--- config.mk ---
export PLATFORM = sky130hd
export DESIGN_NAME = crc_ahb_master
export DESIGN_NICKNAME = d
export VERILOG_FILES = /design/src/rtl/crc_ahb_master.sv
export SDC_FILE = /design/constraint.sdc
export NUM_CORES = 1
export LEC_CHECK = 0
export BUFFER_PORTS_ARGS = -buffer_cell sky130_fd_sc_hd__buf_2
export CORE_MARGIN = 2
export CORE_UTILIZATION = 50
export CTS_CLUSTER_SIZE = 28
export DETAILED_ROUTE_END_ITERATION = 10
export GPL_ROUTABILITY_DRIVEN = 0
export PLACE_DENSITY = 0.77
export SYNTH_ARGS = -nofsm -noshare
export SYNTH_HDL_FRONTEND = slang
export SYNTH_SLANG_ARGS = --single-unit
export TNS_END_PERCENT = 5
--- constraint.sdc ---
create_clock -name HCLK -period 5.8 [get_ports HCLK]
set_input_delay 0.87 -clock HCLK [delete_from_list [all_inputs] [get_ports HCLK]]
set_output_delay 0.87 -clock HCLK [all_outputs]
set_load 0.02 [all_outputs]
--- src/rtl/crc_ahb_master.sv ---
// AHB-Lite master that programs a memory-mapped CRC unit: CR and INIT writes,
// a stream of DR data writes fed from a 2-entry input FIFO, then a DR read-back.
module crc_ahb_master (
  input  logic        HCLK,
  input  logic        HRESETn,
  output logic [31:0] HADDR,
  output logic [1:0]  HTRANS,
  output logic        HWRITE,
  output logic [2:0]  HSIZE,
  output logic [31:0] HWDATA,
  input  logic [31:0] HRDATA,
  input  logic        HREADY,
  input  logic        HRESP,
  input  logic        start,
  input  logic [31:0] cfg_base,
  input  logic [7:0]  cfg_cr,
  input  logic [31:0] cfg_init,
  input  logic [7:0]  word_count,
  input  logic [31:0] din,
  input  logic        din_valid,
  output logic        din_ready,
  output logic        busy,
  output logic        done,
  output logic        error,
  output logic [31:0] crc_result
);

  localparam logic [1:0]  HT_IDLE   = 2'b00;
  localparam logic [1:0]  HT_NONSEQ = 2'b10;
  localparam logic [31:0] OFS_CR    = 32'h0000_0008;
  localparam logic [31:0] OFS_INIT  = 32'h0000_0010;

  typedef enum logic [2:0] {
    IDLE, WR_CR, WR_INIT, WR_DATA, RD_RES, LAST_DP, ERR
  } state_t;

  state_t      state, state_d;
  logic [31:0] base_q, init_q;
  logic [7:0]  cr_q, wc_q, rem_q;
  logic [31:0] fifo_mem [2];
  logic        wptr, rptr;
  logic [1:0]  cnt, cnt_d;
  logic        dr_req, dp_valid;
  logic        err_hit, nonseq, addr_done, push, pop, flush, rd_done;

  assign HSIZE     = 3'b010;
  assign din_ready = (cnt != 2'd2);
  assign push      = din_valid & din_ready;
  assign err_hit   = dp_valid & HRESP;
  assign nonseq    = (HTRANS == HT_NONSEQ);
  assign addr_done = HREADY & nonseq & ~err_hit;
  assign pop       = addr_done & (state == WR_DATA);
  assign flush     = (state == ERR) & HREADY;
  assign rd_done   = (state == LAST_DP) & HREADY & ~err_hit;
  assign cnt_d     = cnt + {1'b0, push} - {1'b0, pop};

  always_ff @(posedge HCLK or negedge HRESETn) begin
    if (!HRESETn) state <= IDLE;
    else          state <= state_d;
  end

  // An error response in any data phase overrides the normal sequence.
  always_comb begin
    state_d = state;
    if (err_hit && state != IDLE && state != ERR) begin
      state_d = ERR;
    end else begin
      case (state)
        IDLE:    if (start)  state_d = WR_CR;
        WR_CR:   if (HREADY) state_d = WR_INIT;
        WR_INIT: if (HREADY) state_d = (wc_q == 8'd0) ? RD_RES : WR_DATA;
        WR_DATA: if (addr_done && rem_q == 8'd1) state_d = RD_RES;
        RD_RES:  if (HREADY) state_d = LAST_DP;
        LAST_DP: if (HREADY) state_d = IDLE;
        ERR:     if (HREADY) state_d = IDLE;
        default: state_d = IDLE;
      endcase
    end
  end

  always_comb begin
    HTRANS = HT_IDLE;
    HADDR  = 32'h0;
    HWRITE = 1'b0;
    busy   = (state != IDLE);
    case (state)
      WR_CR: begin
        HTRANS = HT_NONSEQ;
        HADDR  = base_q + OFS_CR;
        HWRITE = 1'b1;
      end
      WR_INIT: begin
        HTRANS = HT_NONSEQ;
        HADDR  = base_q + OFS_INIT;
        HWRITE = 1'b1;
      end
      WR_DATA: begin
        HTRANS = dr_req ? HT_NONSEQ : HT_IDLE;
        HADDR  = base_q;
        HWRITE = 1'b1;
      end
      RD_RES: begin
        HTRANS = HT_NONSEQ;
        HADDR  = base_q;
      end
      default: ;
    endcase
  end

  always_ff @(posedge HCLK or negedge HRESETn) begin
    if (!HRESETn) begin
      base_q <= 32'h0;
      init_q <= 32'h0;
      cr_q   <= 8'h0;
      wc_q   <= 8'h0;
      rem_q  <= 8'h0;
    end else if (state == IDLE && start) begin
      base_q <= cfg_base;
      init_q <= cfg_init;
      cr_q   <= cfg_cr;
      wc_q   <= word_count;
      rem_q  <= word_count;
    end else if (pop) begin
      rem_q <= rem_q - 8'd1;
    end
  end

  always_ff @(posedge HCLK or negedge HRESETn) begin
    if (!HRESETn) begin
      fifo_mem[0] <= 32'h0;
      fifo_mem[1] <= 32'h0;
      wptr        <= 1'b0;
      rptr        <= 1'b0;
      cnt         <= 2'd0;
    end else if (flush) begin
      wptr <= 1'b0;
      rptr <= 1'b0;
      cnt  <= 2'd0;
    end else begin
      if (push) begin
        fifo_mem[wptr] <= din;
        wptr           <= ~wptr;
      end
      if (pop) rptr <= ~rptr;
      cnt <= cnt_d;
    end
  end

  // Address-phase qualifiers only move on HREADY so wait states freeze the bus.
  always_ff @(posedge HCLK or negedge HRESETn) begin
    if (!HRESETn) begin
      dr_req   <= 1'b0;
      dp_valid <= 1'b0;
    end else if (HREADY) begin
      dr_req   <= (state_d == WR_DATA) && (cnt_d != 2'd0);
      dp_valid <= addr_done;
    end
  end

  always_ff @(posedge HCLK or negedge HRESETn) begin
    if (!HRESETn) begin
      HWDATA <= 32'h0;
    end else if (addr_done) begin
      case (state)
        WR_CR:   HWDATA <= {24'h0, cr_q};
        WR_INIT: HWDATA <= init_q;
        WR_DATA: HWDATA <= fifo_mem[rptr];
        default: ;
      endcase
    end
  end

  always_ff @(posedge HCLK or negedge HRESETn) begin
    if (!HRESETn) begin
      crc_result <= 32'h0;
      done       <= 1'b0;
      error      <= 1'b0;
    end else begin
      if (rd_done) crc_result <= HRDATA;
      done  <= rd_done | flush;
      error <= flush;
    end
  end

endmodule
==> summary.md <==
| Metric | Value |
|---|---|
| Vias | 8985 |
| Initial DRC Count | 570 |
| Seq cells post-synth | 227 |
| Syn_area_per_cell | 9.84 um2 |
| Ys async rst share | 1.00 |
| Starting Density | 0.508 |
| GRT met2 Usage | 0.367 |
| Leakage power | 6.36 nW |
| Syn. warnings | 0 |
| Vias in the first global route | 8774 |
| IO Count | 256 |
| Setup TNS | 0 ns |
| Post-CTS setup buffer count | 0 |
| EDFF count, synth | 0 |
| Initial antenna violation count | 6 |
| Worst endpoint data arrival time | 3.49 ns |
| Mapped cell area | 0.0111 mm2 |
| Pre-CTS setup slack | 2.10 ns |
| Core footprint | 0.0218 mm2 |
| Port bufs | 251 |
| Req. time, crit path | 4.93 ns |
| NumNets Final | 1496 |
| Die Height | 153 um |
| Seq/Total Area, Yosys | 0.512 |
| Path category of the worst min-delay check | primary input to async pin |
| Clock share of power | 0.204 |
| Clk_skew | 0.00779 ns |
| RSZ-0062 raised after global routing | no |
| H-Tree Depth | 1 |
| Post-route ant nets | 0 |
| Worst setup margin | 1.44 ns |
| CP Class | flip-flop to output port |
| Vias per std cell | 5.48 |
| First-pass GRT wire length | 45900 um |
| Worst Tran Pin Value | 1.20 ns |
| Die W | 153 um |
| Hold Vio Cnt, Final | 0 |
| Pre-antenna DRT Iters | 5 |
| Post-synth top flop | dfrtp_1 |
| Placed Cells | 1593 |
| Final HPWL DP | 19600 um |
| Max Freq | 229 MHz |
| Reg power frac | 0.377 |
| Pins Over Slew Limit | 0 |
| Period utilization | 0.752 |
| Total wire length | 28400 um |
| Synth cell types | 72 |
| Met1 usage | 0.329 |
| Worst vdd ir | 0.000316 V |
| Area growth syn-to-layout | 19.3% |
| Critical Path Fanout Max | 27 |
| Clk root buf | clkbuf_16 |
| CTS Hold Bufs | 0 |
| Routed WL per cell | 17.3 um |
| CTS resizes | 0 |
| Clock latency on the worst-skew pair | 0.53 ns |
| Rows | 54 |
| Met3 Use GR | 0.0700 |
| P_sw | 3.24 mW |
| Clock sinks | 227 |
| Drt drc | 0 |
| CP Capture Type | output port |
| Total grt overflow | 0 |
| Pwr dens | 600 mW/mm2 |
| # setup viols final | 0 |
| Combinational fraction of design power | 0.418 |
| CTS tree | yes |
| Max-Slew Margin vs Limit | 0.196 |
| Largest net degree at the start of global routing | 130 |
| Status | finished clean |
| Fin crit period | 4.36 ns |
| Sw frac | 0.407 |
| Setup crit start kind | flip-flop |
| CTS buffer count | 25 |
| GR peak layer | met2 |
| Clk buf depth | 3 |
| Die Area | 0.0234 mm2 |
| Post-Layout Cell Count | 1640 |
| Fraction of layout cells with a size suffix above 1 | 0.305 |
| Clock-pin slew on the worst setup and hold paths | 0.06 ns |
| Overall global routing resource usage | 0.240 |
| Pint | 4.71 mW |
| Cells after synthesis | 1128 |
| Max cap viols | 0 |
==> metal layers <==
| layer | wire length (um) | share of wire | vias to the layer above |
|---|---|---|---|
| met3 | 2640 | 0.093 | 66 |
| met4 | 861 | 0.030 | 6 |
| met5 | 44 | 0.0016 | - |
| met1 | 12200 | 0.43 | 4262 |
| li1 | - | - | 4274 |
| met2 | 12600 | 0.44 | 377 |
==> kinds of logic (layout without fill, tap and decap cells) <==
family / Yosys count / count (layout) / synth area share
buf+inv: 91 / 317 / 0.0416
flops: 227 / 227 / 0.512
compound gates: 180 / 180 / 0.0969
mux: 133 / 133 / 0.141
other cells: 2 / 8 / 0.000677
fa+ha+maj: 6 / 6 / 0.00677
xor+xnor: 12 / 12 / 0.00947
simple gates: 477 / 477 / 0.192
==> registers in the layout, summed over array words and instances, names as in the netlist, 3 cells and up <==
name,count
fifo_mem,64
HWDATA,32
base_q,32
crc_result,32
init_q,32
cr_q,8
rem_q,8
wc_q,8
state,3
==> path summary, 6_finish.rpt <==
path / startpoint / endpoint / slack [ns] / cells after the start
min reg2reg: base_q[1]$_DFFE_PN0P_ / base_q[1]$_DFFE_PN0P_ / 0.47 / 2
max reg2reg: state[2]$_DFF_PN0_ / HWDATA[24]$_DFFE_PN0P_ / 2.43 / 6
max: state[2]$_DFF_PN0_ / HADDR[9] / 1.44 / 6
max in group asynchronous: HRESETn / fifo_mem[18]$_DFFE_PN0P_ / 4.25 / 2
min: HRESETn / base_q[28]$_DFFE_PN0P_ / 0.35 / 1
min in group HCLK: base_q[1]$_DFFE_PN0P_ / base_q[1]$_DFFE_PN0P_ / 0.47 / 2
==> critical path, cell delays in order, from the launching register on <==
cell,delay (ns)
dfrtp_1,0.71
nor2b_1,0.62
nand2_1,0.86
nand2_1,0.36
nor2_1,0.08
a21oi_1,0.15
buf_2,0.18
==> power by group through the flow <==
stage | sequential [mW] | clock (mW) | combinational, mW
after global placement | 2.97 | 0 | 3.24
after CTS | 2.99 | 1.66 | 3.34
final | 3.00 | 1.62 | 3.33
after detailed placement | 3.00 | 0 | 3.33
after global routing | 3.10 | 1.72 | 3.67
after floorplan | 3.03 | 0 | 2.30
==> layout by cell type, fill, tap and decap left out, types with 10 or more instances in the layout <==
master and n:
a211oi_1 10, a21oi_1 85, buf_2 250, clkbuf_16 25
dfrtp_1 226, inv_1 16, mux2_2 67, mux2_4 30
mux2i_1 36, nand2_1 279, nand2b_1 11, nand3_1 13
nand4_1 10, nor2_1 95, nor3_1 11, nor4_1 10
o21ai_0 29
==> synth_stat cells (9+ instances only) <==
master / count / area share
a211oi_1: 10 / 0.0068
a21oi_1: 85 / 0.038
and2_1: 9 / 0.0051
buf_2: 31 / 0.014
buf_4: 15 / 0.010
clkbuf_1: 18 / 0.0061
dfrtp_1: 227 / 0.51
inv_1: 16 / 0.0054
mux2_2: 67 / 0.068
mux2_4: 30 / 0.041
mux2i_1: 36 / 0.032
nand2_1: 280 / 0.095
nand2b_1: 11 / 0.0062
nand3_1: 13 / 0.0059
nand4_1: 10 / 0.0056
nor2_1: 96 / 0.032
nor3_1: 11 / 0.0050
nor4_1: 10 / 0.0056
o21ai_0: 29 / 0.013
==> area by class of cell <==
type | instances | area, um2
diodes | 4 | 10.0
repair buffers | 257 | 1320
well taps | 280 | 350
clock buffers | 36 | 717
clock inverters | 7 | 125
flip-flops and latches | 227 | 5680
fillers | 1857 | 8580
inverters | 17 | 63.8
multi-input cells | 812 | 4970
==> metrics by stage <==
| stage | utilization | power [mW] | hold WS (ns) | cell area (um2) |
|---|---|---|---|---|
| finish | 0.607 | 7.95 | 0.347 | 13200 |
| global placement | 0.568 | 6.21 | 0.452 | 12400 |
| global route | 0.606 | 8.49 | 0.406 | 13200 |
| floorplan | - | 5.33 | 0.437 | 11100 |
| CTS | 0.606 | 7.99 | 0.382 | 13200 |
| detailed placement | 0.568 | 6.32 | 0.456 | 12400 |
No activity file was read; power rests on OpenSTA's default activity.
